### config.mk
export PLATFORM = sky130hd
export DESIGN_NAME = keypad_time_entry
export DESIGN_NICKNAME = d
export VERILOG_FILES = /design/src/rtl/keypad_time_entry.sv
export SDC_FILE = /design/constraint.sdc
export NUM_CORES = 1
export LEC_CHECK = 0
export BUFFER_PORTS_ARGS = -buffer_cell sky130_fd_sc_hd__buf_2
export CAP_MARGIN = 20
export CORE_MARGIN = 5
export CORE_UTILIZATION = 54
export CTS_CLUSTER_SIZE = 25
export DETAILED_ROUTE_END_ITERATION = 7
export PLACE_DENSITY_LB_ADDON = 0.3
export SLEW_MARGIN = 0
export SYNTH_ARGS = -nofsm -noshare
export SYNTH_HDL_FRONTEND = slang
export SYNTH_SLANG_ARGS = --single-unit
export TNS_END_PERCENT = 1
### constraint.sdc
create_clock -name clk -period 2 [get_ports clk]
set_input_delay 0.2 -clock clk [delete_from_list [all_inputs] [get_ports clk]]
set_output_delay 0.2 -clock clk [all_outputs]
set_load 0.02 [all_outputs]
### src/rtl/keypad_time_entry.sv
// Keypad MM:SS entry stage for the microwave timer chain.
// Shifts BCD digits in, validates on start, strobes the counters' load.
module keypad_time_entry #(
  parameter int DIGITS      = 4,
  parameter int SYNC_STAGES = 2
) (
  input  logic                  clk,
  input  logic                  clr,
  input  logic                  key_valid,
  input  logic [3:0]            key_code,
  input  logic                  start,
  input  logic                  cancel,
  input  logic                  done,
  output logic [4*DIGITS-1:0]   data,
  output logic                  loadn,
  output logic [2:0]            ndigits,
  output logic                  busy,
  output logic                  err
);

  typedef enum logic [1:0] {
    IDLE,
    ENTRY,
    LOAD,
    HOLD
  } state_t;

  state_t                  state_q, state_d;
  logic [4*DIGITS-1:0]     data_q, data_d;
  logic [2:0]              cnt_q, cnt_d;
  logic                    loadn_q;
  logic                    err_q, err_d;
  logic [SYNC_STAGES-1:0]  sync_q;
  logic                    kprev_q;

  logic key_evt;
  logic key_ok;
  logic time_ok;

  assign key_evt = sync_q[SYNC_STAGES-1] & ~kprev_q;
  assign key_ok  = key_evt && (key_code <= 4'd9)
                && (cnt_q < 3'(DIGITS));
  // Seconds tens above 5 or an all-zero time cannot be loaded.
  assign time_ok = (data_q[7:4] <= 4'd5) && (data_q != '0);

  always_ff @(posedge clk or posedge clr) begin
    if (clr) begin
      state_q <= IDLE;
      data_q  <= '0;
      cnt_q   <= '0;
      loadn_q <= 1'b1;
      err_q   <= 1'b0;
      sync_q  <= '0;
      kprev_q <= 1'b0;
    end else begin
      state_q <= state_d;
      data_q  <= data_d;
      cnt_q   <= cnt_d;
      loadn_q <= (state_d != LOAD);
      err_q   <= err_d;
      sync_q  <= {sync_q[SYNC_STAGES-2:0], key_valid};
      kprev_q <= sync_q[SYNC_STAGES-1];
    end
  end

  always_comb begin
    state_d = state_q;
    data_d  = data_q;
    cnt_d   = cnt_q;
    err_d   = 1'b0;
    unique case (state_q)
      IDLE: begin
        if (cancel) begin
          data_d = '0;
          cnt_d  = '0;
        end else if (key_ok) begin
          data_d  = {data_q[4*DIGITS-5:0], key_code};
          cnt_d   = cnt_q + 3'd1;
          state_d = ENTRY;
        end
      end
      ENTRY: begin
        if (cancel) begin
          state_d = IDLE;
          data_d  = '0;
          cnt_d   = '0;
        end else if (start) begin
          if (time_ok) state_d = LOAD;
          else         err_d   = 1'b1;
        end else if (key_ok) begin
          data_d = {data_q[4*DIGITS-5:0], key_code};
          cnt_d  = cnt_q + 3'd1;
        end
      end
      LOAD: begin
        if (cancel) begin
          state_d = IDLE;
          data_d  = '0;
          cnt_d   = '0;
        end else begin
          state_d = HOLD;
        end
      end
      HOLD: begin
        if (cancel || done) begin
          state_d = IDLE;
          data_d  = '0;
          cnt_d   = '0;
        end
      end
      default: state_d = IDLE;
    endcase
  end

  assign data    = data_q;
  assign loadn   = loadn_q;
  assign ndigits = cnt_q;
  assign busy    = (state_q == HOLD);
  assign err     = err_q;

endmodule
==> metrics.yaml, run 1 <==
worst_hold_path:
  worstHoldPathType: "in -> reg"
  min_path_cells: 3
yosys:
  synth_edf_count: 0
  ys_warn_count: 0
  synth.distinct_cells: 26
  synth-seq-area-share_pct: 56.6
  synth_area_per_cell_sq_um: 9.85
  synth.ff_latch_count: 26
  synthFlopType: "dfrtp_1"
  synth-async-reset-ratio_pct: 100
  postSynthCellCount: 117
  syn_nets: 128
  synth_area_sq_um: 1150
drt:
  drc_errors: 0
  wl_per_cell_um: 14.0
  firstDrtPassIters: 4
  wirelength_um: 2490
  drt_iter0_drc: 21
  final_antenna_net_count: 0
  viasPerCell: 5.46
  vias: 971
setup_path:
  path_cells: "a31oi_1 > buf_4 > nand2_1 > a31oi_1"
  end_kind: "flip-flop"
  cp_slowest_stage_delay_ns: 0.50
  startpoint: "state_q[0]"
  cp.depth: 4
  critPathTopFamily: "compound AO/OA/AOI/OAI gates"
  setup.worst_path.end: "state_q[0]"
  required_ns: 2.25
  worst-path-buf-inv: 1
  r2r-end: "state_q[0]"
  path_max_fanout: 17
  critPathKind: "reg -> reg"
  rr_startpoint: "state_q[0]"
  r2r_setup_slack_ns: 0.54
  worstPathArrival_ns: 1.71
  cpMaxStageDelayCell: "dfrtp_1"
  cpMostUsedCell: "a31oi_1"
  rr_worst_depth: 4
  startpoint_type: "flip-flop"
outcome:
  status: "finished, final reports clean"
floorplan:
  die-area_sq_um: 3160
  core_sq_um: 2000
  die_h_um: 56.2
  die_w_um: 56.2
  rows: 16
  io_pins: 32
  start_util_pct: 57.6
power_and_ir_drop:
  power_frac_seq_pct: 60.0
  cellPowerDensity_nw_per_um2: 665
  peakVddDrop_uv: 563
  combPwrFrac_pct: 11.8
  intPower_mw: 0.688
  p_switching_mw: 0.230
  swShare_pct: 25.1
  clockPowerShare_pct: 28.2
  p_leak_nw: 0.681
placement:
  placed_area_sq_um: 1330
  place_congestion: 0.846
  portBuffers: 31
  pre_cts_ws_ns: 0.584
  dp_hpwl_um: 1800
flow_run:
  max_cap_violations: 0
layout:
  area_growth_pct: 19.9
  nFillCells: 176
  antenna_cells: 0
  utilization_pct: 69.0
  drive_gt1_share_pct: 30.5
  final_cell_area_sq_um: 1380
  layout.nets: 163
sta:
  relSlewSlack_pct: 74.0
  fin_crit_sh_pct: 73.0
  setup_tns_ns: 0
  layout_setup_ws_ns: 0.540
  finalMaxSlewViolations: 0
  fin_crit_ns: 1.46
  finalHoldViolCount: 0
  worstMarginPinSlew_ns: 0.389
  setup_viol: 0
  finClkSkew_ns: 0.00108
  max_freq_mhz: 685
  rsz0062_at_grt: "no"
clock_network:
  cts_tree: "done"
  clk_pin_slew_ns: 0.13
  cts.sinks: 26
  clockBufferDepth: 2
  clockRootBuffer: "clkbuf_4"
  cts.htree.levels: 1
  clock_latency_ns: 0.32
  cts_setup_buffers: 0
  numCtsBuffers: 3
grt:
  grt_overflow: 0
  grt_antenna_before_repair: 0
  grt_pass1_wl_um: 4200
  grtUsageTotal_pct: 16.8
  grt_max_degree: 33
  grt_pass1_vias: 925
[power by group through the flow]
| stage | sequential (mW) | combinational (mW) | clock [mW] |
|---|---|---|---|
| after floorplan | 0.564 | 0.0694 | 0 |
| after global placement | 0.560 | 0.104 | 0 |
| after detailed placement | 0.561 | 0.106 | 0 |
| after CTS | 0.551 | 0.110 | 0.269 |
| after global routing | 0.553 | 0.122 | 0.293 |
| final | 0.551 | 0.108 | 0.259 |
[logic make-up after synthesis]
kind of cell / synth area share [%]
buffers and inverters: 5.32
AO/OA/AOI/OAI: 15.0
adder cells (fa/ha/maj): 1.09
flip-flops: 56.6
AND/OR/NAND/NOR: 22.0
[worst min-delay path by stage]
stage,start,end,slack [ns]
after floorplan,key_valid,sync_q[0],0.23
after global placement,clr,kprev_q,0.27
after detailed placement,clr,kprev_q,0.27
after CTS,key_code[0],data[0],0.09
after global routing,key_code[0],data[0],0.09
final,key_code[0],data[0],0.1
[cells in the mapped netlist, drive strengths merged (2+ instances only)]
cell type | n | area share (%)
o21ai | 20 | 8.7
nor2 | 2 | 0.65
a31oi | 2 | 1.1
nand2 | 22 | 7.2
clkbuf | 2 | 1.5
buf | 6 | 3.1
a211oi | 2 | 1.7
dfrtp | 25 | 54
nand3 | 20 | 9.1
nor4 | 4 | 2.2
inv | 2 | 0.65
[registers in the layout, indices dropped and copies added (netlist names)]
name and count:
data 16, ndigits 3, state_q 2, sync_q 2, err 1, kprev_q 1, loadn 1
[layer usage]
metal	global-route usage (%)	wire, um	part of all wire (%)
met1	21.5	1110	45
met3	4.41	150	6.0
met2	26.9	1170	47
met4	7.12	54	2.2
met5	0	0	0
[layout by cell type (no fill, tap or decap), types with 2 or more instances in the layout]
| master | Yosys | layout |
|---|---|---|
| dfrtp_1 | 25 | 25 |
| o21ai_1 | 19 | 19 |
| a31oi_1 | 2 | 2 |
| nor2_1 | 2 | 2 |
| nand2_1 | 22 | 22 |
| nor4_1 | 4 | 4 |
| buf_4 | 0 | 5 |
| buf_2 | 5 | 31 |
| nand3_1 | 19 | 19 |
| clkbuf_4 | 0 | 3 |
| dlygate4sd3_1 | 0 | 2 |
| inv_1 | 2 | 2 |
[repair_timing]
| item | in CTS | in global routing |
|---|---|---|
| hold buffers | 2 | 0 |
| endpoints found under the hold margin | 26 | 0 |
| resized for setup | 0 | 0 |
[through the flow]
stage	hold WS (ns)	total power, mW	std cells
floorplan	0.231	0.633	117
global placement	0.267	0.664	172
detailed placement	0.275	0.667	172
CTS	0.0913	0.930	178
global route	0.0921	0.968	178
finish	0.0960	0.918	178
[layout make-up]
class                   count  area (sq um)  share of cell area, %
well taps                  27          33.8                   2.45
clock buffers               4          36.3                   2.63
flip-flops and latches     26           652                   47.2
repair buffers             38           213                   15.4
inverters                   2          7.51                  0.543
multi-input cells          81           439                   31.8
[worst min-delay path, cell delays in order]
cell and delay [ns]:
buf_2 0.10, nand2_1 0.05, o21ai_1 0.05
No activity file was read; power rests on OpenSTA's default activity.
==> inputs of run 2 (changes only) <==
Settings changed: CORE_UTILIZATION 54 to 45.
Clock period 2 ns to 1.3 ns, I/O delays scaled along.
==> run 2 against run 1 <==
The flow now finishes with violations (negative setup slack). Wire length grew 12%. Critical path depth fell by 1. Register-to-register slack got worse by 0.55 ns. Sequential share of layout area is 4.6 points lower. Cell count increased by 10%. Clock-buffer cell count unchanged. Total power increased by 53%. Critical endpoint is now busy. Via count is 10% higher. Non-clock buffer count increased by 15. Clock skew rose by 0.0042 ns. Sequential power rose by 54%.
==> metrics.yaml, run 2 (synthesis results as in run 1) <==
outcome:
  status: "finished, violations left"
  failed_checks: "negative setup slack"
sta:
  max_freq_mhz: 761
  holdWs_ns: 0.0253  # -0.0707 ns
  relSlewSlack_pct: 78.2  # +4.3 points
  fin_crit_ns: 1.31
  finClkSkew_ns: 0.00532  # +0.00424 ns
  fin_crit_sh_pct: 101
  finalHoldViolCount: 0  # unchanged
  layout_setup_ws_ns: -0.0135  # -0.553 ns
  setup_viol: 2  # +2
  rsz0062_at_grt: "yes"
  setup_tns_ns: -0.0257  # -0.0257 ns
  finalMaxSlewViolations: 0  # unchanged
  worstMarginPinSlew_ns: 0.327  # -0.0620 ns
clock_network:
  clockRootBuffer: "clkbuf_4"
  numCtsBuffers: 3  # unchanged
  cts.htree.levels: 1  # unchanged
  cts_tree: "done"
  clockBufferDepth: 2  # unchanged
  clock_latency_ns: 0.31  # about the same
  cts.sinks: 26  # unchanged
  clk_pin_slew_ns: 0.13  # about the same
floorplan:
  die_w_um: 60.6  # +7.8%
  die_h_um: 60.6  # +7.8%
  core_sq_um: 2450  # +23%
  io_pins: 32  # unchanged
  rows: 18  # +2
  die-area_sq_um: 3670  # +16%
  start_util_pct: 46.9  # -11 points
layout:
  layoutNonFillerInstCount: 196  # +10%
  final_cell_mix: "buf_2 (30), nand2_1 (22), o21ai_1 (19)"
  largest_reg_flops: 16  # unchanged
  final_common_cell: "buf_2"
  area_growth_pct: 36.3
  final_cell_area_sq_um: 1570  # +14%
  antenna_cells: 0  # unchanged
  layout.nets: 178  # +9.2%
  drive_gt1_share_pct: 46.4  # +16 points
setup_path:
  cp_slowest_stage_delay_ns: 0.45  # -0.05 ns
  critPathKind: "reg -> out"
  cpMaxStageDelayCell: "dfrtp_2"
  path_max_fanout: 4  # -13
  required_ns: 1.17  # -1.08 ns
  end_kind: "primary output"
  worst-path-buf-inv: 2  # +1
  path_cells: "buf_4 > and2_1 > buf_6"
  critPathTopFamily: "flip-flops"
  startpoint_type: "flip-flop"
  worstPathArrival_ns: 1.18  # -0.53 ns
  r2r_setup_slack_ns: -0.01  # -0.55 ns
placement:
  dp_hpwl_um: 1990  # +10%
  pre_cts_ws_ns: -0.0542  # -0.638 ns
  placed_area_sq_um: 1450  # +9.2%
  place_congestion: 0.771  # -8.8%
  portBuffers: 31  # unchanged
  dp_cells: 187  # +8.7%
grt:
  grt_overflow: 0  # unchanged
  grtUsageTotal_pct: 17.1  # +0.29 points
  grt_pass1_vias: 1034  # +12%
  grt_pass1_wl_um: 4710  # +12%
  grt_antenna_before_repair: 0  # unchanged
  grt_max_degree: 33  # unchanged
drt:
  drt_iter0_drc: 27  # +29%
  vias: 1069  # +10%
  wirelength_um: 2790  # +12%
  wl_per_cell_um: 14.2  # +1.6%
  firstDrtPassIters: 4  # unchanged
  final_antenna_net_count: 0  # unchanged
  viasPerCell: 5.45  # about the same
  drc_errors: 0  # unchanged
worst_hold_path:
  worstHoldPathType: "in -> reg"
power_and_ir_drop:
  peakVddDrop_uv: 675  # +20%
  p_leak_nw: 0.754  # +11%
  cellPowerDensity_nw_per_um2: 895  # +35%
flow_run:
  max_cap_violations: 0  # unchanged
-- run 2: cell count changes in the layout (fill, tap and decap cells not counted), moves of 2 or more --
cell	change
buf_4	+12
dfrtp_2	+13
nor4_1	-2
dfrtp_1	-13
buf_6	+3
-- run 2: routing by layer --
layer	share of wire (%)	vias up	GRT usage, %
met5	0	-	0
met4	1.5	0	5.57
met3	5.5	4	2.55
met2	52	30	29.9
met1	41	523	21.7
li1	-	512	-
-- run 2: what timing repair did --
item / 4_1_cts / 5_1_grt
setup buffers: 3 / 0
hold buffers: 2 / 0
setup endpoints to repair: 3 / 23
resized for setup: 3 / 8
endpoints found under the hold margin: 26 / 0
pin swaps: 4 / 1
-- run 2: tightest hold or removal path: stages --
cell and delay, ns:
buf_2 0.10, nand2_1 0.05, o21ai_1 0.05
-- run 2: layout make-up --
class | instances | area, sq um
fillers | 209 | 885
multi-input cells | 81 | 479
well taps | 30 | 37.5
repair buffers | 53 | 352
flip-flops and latches | 26 | 668
clock buffers | 4 | 26.3
inverters | 2 | 7.51
-- run 2: power breakdown --
| group | switching [mW] | total, mW | internal, mW | leakage, nW |
|---|---|---|---|---|
| combinational | 0.124 | 0.214 | 0.0895 | 0.409 |
| clock | 0.225 | 0.345 | 0.120 | 0.0150 |
| sequential | 0.0176 | 0.846 | 0.828 | 0.329 |
| total | 0.367 | 1.40 | 1.04 | 0.754 |
-- run 2: per-stage QoR --
stage	utilization, %	power, mW
after floorplan	-	0.975
after global placement	58.9	1.04
after detailed placement	58.9	1.05
after CTS	62.3	1.41
after global routing	64.0	1.49
final	64.0	1.40
-- run 2: worst paths after layout --
path	from	to	cells after the start
min in group asynchronous	clr	data[12]	4
max	state_q[0]	busy	3
max reg2reg	data[2]	state_q[1]	4
min reg2reg	sync_q[0]	sync_q[1]	0
min	key_code[0]	data[0]	3
max in group asynchronous	clr	loadn	4
==> inputs of run 3 (changes only) <==
Settings changed: ABC_AREA set to 1, CORE_ASPECT_RATIO set to 0.5, CORE_UTILIZATION 45 to 47.
==> run 3 against run 2 <==
The flow still finishes with violations (negative setup slack). First-iteration DRC count rose to 6.6 times the previous value. Synthesized area rose by 13%. Highest routed layer unchanged. Combinational power rose to 3.5 times the previous value. Cell count rose by 31%. Core utilization rose by 3.7 points. Die area rose by 8.6%. Non-clock buffer count fell by 4. Wire length rose by 28%. Largest power group unchanged.
==> metrics.yaml, run 3 <==
drt:
  viasPerCell: 5.18  # -5.0%
  wirelength_um: 3560  # +28%
  vias: 1332  # +25%
  wl_per_cell_um: 13.9  # -2.6%
  firstDrtPassIters: 5  # +1
  final_antenna_net_count: 0  # unchanged
  drc_errors: 0  # unchanged
  drt_iter0_drc: 177  # +560%
clock_network:
  clk_pin_slew_ns: 0.09  # -0.04 ns
  cts.sinks: 26  # unchanged
  cts.htree.levels: 1  # unchanged
  clockRootBuffer: "clkbuf_8"
  clockBufferDepth: 2  # unchanged
  clock_latency_ns: 0.27  # -0.04 ns
  numCtsBuffers: 3  # unchanged
  cts_tree: "done"
yosys:
  muxShareOfSynthArea_pct: 0  # unchanged
  ys_warn_count: 0  # unchanged
  synth.distinct_cells: 21  # -19%
  synth_edf_count: 0  # unchanged
  synth_top_family_by_area: "simple AND/OR/NAND/NOR gates"
  syn_nets: 185  # +45%
  synth-async-reset-ratio_pct: 100  # unchanged
  synth-seq-area-share_pct: 50.0  # -6.5 points
  synth_common_cells: "nand2_1 (68), nor2_1 (30), dfrtp_1 (25)"
  synth_area_leaders: "dfrtp_1 (48%), nand2_1 (20%), nor2_1 (8.6%), nand3_1 (8.5%), dfstp_2 (2.0%)"
  synth_top_area_share_pct: 48.0  # -6.3 points
  synthFlopType: "dfrtp_1"
  synth_area_sq_um: 1300  # +13%
  synth_top_cell_by_area: "dfrtp_1"
  synth_area_per_cell_sq_um: 7.49  # -24%
  synth_compound_area_share_pct: 1.83  # -13 points
  synth.most_common_cell: "nand2_1"
  postSynthCellCount: 174  # +49%
  synth_simple_gate_area_share_pct: 40.5  # +18 points
  synthAdderAreaFrac_pct: 0.961  # -0.13 points
  synth.ff_latch_count: 26  # unchanged
  synth_xor_xnor_area_share_pct: 0  # unchanged
placement:
  place_congestion: 0.813  # +5.4%
  dp_cells: 243  # +30%
  dp_hpwl_um: 2090  # +4.9%
  portBuffers: 31  # unchanged
setup_path:
  path_cells: "inv_2 > nand2_4 > nor2_4 > a21oi_4 > buf_12 > clkbuf_16 > nand3_1 > nand2_1"
  startpoint: "state_q[1]"
  worstPathArrival_ns: 1.51  # +0.33 ns
  startpoint_type: "flip-flop"
  end_kind: "flip-flop"
  rr_startpoint: "state_q[1]"
  worst-path-buf-inv: 3  # +1
  required_ns: 1.46  # +0.29 ns
  critPathTopFamily: "flip-flops"
  cpMaxStageDelayCell: "dfrtp_2"
  cp_slowest_stage_delay_ns: 0.45  # about the same
  path_max_fanout: 5  # +1
  critPathKind: "reg -> reg"
sta:
  finalHoldViolCount: 0  # unchanged
  rsz0062_at_grt: "yes"
  layout_setup_ws_ns: -0.0494  # -0.0359 ns
  relSlewSlack_pct: 77.9  # -0.29 points
  fin_crit_ns: 1.35  # +0.0359 ns
  finClkSkew_ns: 0.00511  # -0.000210 ns
  holdWs_ns: 0.132  # +0.107 ns
  setup_viol: 13  # +11
  max_freq_mhz: 741  # -2.7%
  fin_crit_sh_pct: 104  # +2.8 points
  finalMaxSlewViolations: 0  # unchanged
  worstMarginPinSlew_ns: 0.331  # +0.00441 ns
layout:
  layoutNonFillerInstCount: 257  # +31%
  largest_reg_flops: 16  # unchanged
  final_common_cell: "nand2_1"
  drive_gt1_share_pct: 31.4  # -15 points
  antenna_cells: 0  # unchanged
  utilization_pct: 67.7  # +3.7 points
  layout.nets: 232  # +30%
  final_cell_mix: "nand2_1 (67), buf_2 (31), nor2_1 (30)"
  area_growth_pct: 36.0
outcome:
  status: "finished, violations left"
  failed_checks: "negative setup slack"
power_and_ir_drop:
  cellPowerDensity_nw_per_um2: 1250  # +40%
  finalPower_mw: 2.21  # +58%
  p_leak_nw: 1.01  # +34%
  peakVddDrop_uv: 568  # -16%
worst_hold_path:
  min-delay-start: "cancel"
  worstHoldPathType: "in -> reg"
flow_run:
  max_cap_violations: 0  # unchanged
floorplan:
  core_sq_um: 2620  # +6.7%
  io_pins: 32  # unchanged
  die-area_sq_um: 3990  # +8.6%
  start_util_pct: 49.7  # +2.8 points
  rows: 13  # -5
  die_w_um: 84.5  # +39%
  die_h_um: 47.2  # -22%
grt:
  grtUsageTotal_pct: 16.0  # -1.1 points
  grt_pass1_wl_um: 4940  # +5.0%
  grt_antenna_before_repair: 0  # unchanged
  grt_max_degree: 27  # -18%
  grt_overflow: 0  # unchanged
  grt_pass1_vias: 1059  # +2.4%
run 3: cell types whose count changed after synthesis, sizes merged, moves of 2 or more:
| cell | before | now |
|---|---|---|
| inv | 2 | 7 |
| nand3 | 20 | 22 |
| nor2 | 2 | 31 |
| nand2 | 22 | 69 |
| a211oi | 2 | 0 |
| nor4 | 4 | 1 |
| o21ai | 20 | 1 |
| a21oi | 1 | 3 |
| a31oi | 2 | 0 |
run 3: worst reg2reg max path, cell delays in order (launching register included):
cell	delay (ns)
dfrtp_2	0.45
inv_2	0.09
nand2_4	0.06
nor2_4	0.14
a21oi_4	0.08
buf_12	0.15
clkbuf_16	0.15
nand3_1	0.07
nand2_1	0.05
run 3: worst paths after layout:
check                                   to  slack [ns]  cells past startpoint
worst max-delay path            ndigits[0]       -0.05                      8
worst min-delay path            ndigits[2]        0.13                      4
min in group asynchronous       ndigits[1]        0.45                      4
max in group asynchronous            loadn        0.55                      4
worst max register to register  ndigits[0]       -0.05                      8
worst min register to register   sync_q[1]        0.36                      0
run 3: area by class of cell:
class                           count  area [sq um]
Fill cell                         213           847
Sequential cell                    26           656
Multi-Input combinational cell    134           649
Timing Repair Buffer               49           349
Tap cell                           37          46.3
Clock buffer                        4          45.0
Inverter                            7          26.3
run 3: cell families (layout without fill, tap and decap cells):
kind of cell    Yosys count  after routing
compound gates            4              4
fa+ha+maj                 1              1
flops                    26             26
buf+inv                  16             60
simple gates            127            129
run 3: report_power, final:
part           total (mW)  switching, mW  internal (mW)
Combinational       0.748          0.462          0.287
Sequential           1.00         0.0945          0.905
Clock               0.465          0.246          0.219
Total                2.21          0.802           1.41
run 3: metrics by stage:
step	instance area [sq um]	setup TNS (ns)	worst slack [ns]
5_1_grt	1770	-1.22	-0.0973
2_1_floorplan	1310	0	0.0106
3_3_place_gp	1520	-0.316	-0.0261
4_1_cts	1590	0	0.00726
6_report	1770	-0.229	-0.0494
3_5_place_dp	1520	-0.522	-0.0422
run 3: routing by layer:
layer	GRT usage, %	vias to the layer above	routed length [um]
met5	0	-	0
li1	-	642	-
met2	25.4	74	1540
met4	2.84	0	36
met1	21.9	611	1610
met3	5.78	5	373
run 3: what timing repair did:
item / in CTS / in global routing
endpoints found under the hold margin: 26 / 0
hold buffers: 2 / 0
pin swaps: 0 / 10
setup buffers: 0 / 4
cloned: 0 / 4
resized for setup: 2 / 19
setup endpoints to repair: 19 / 21
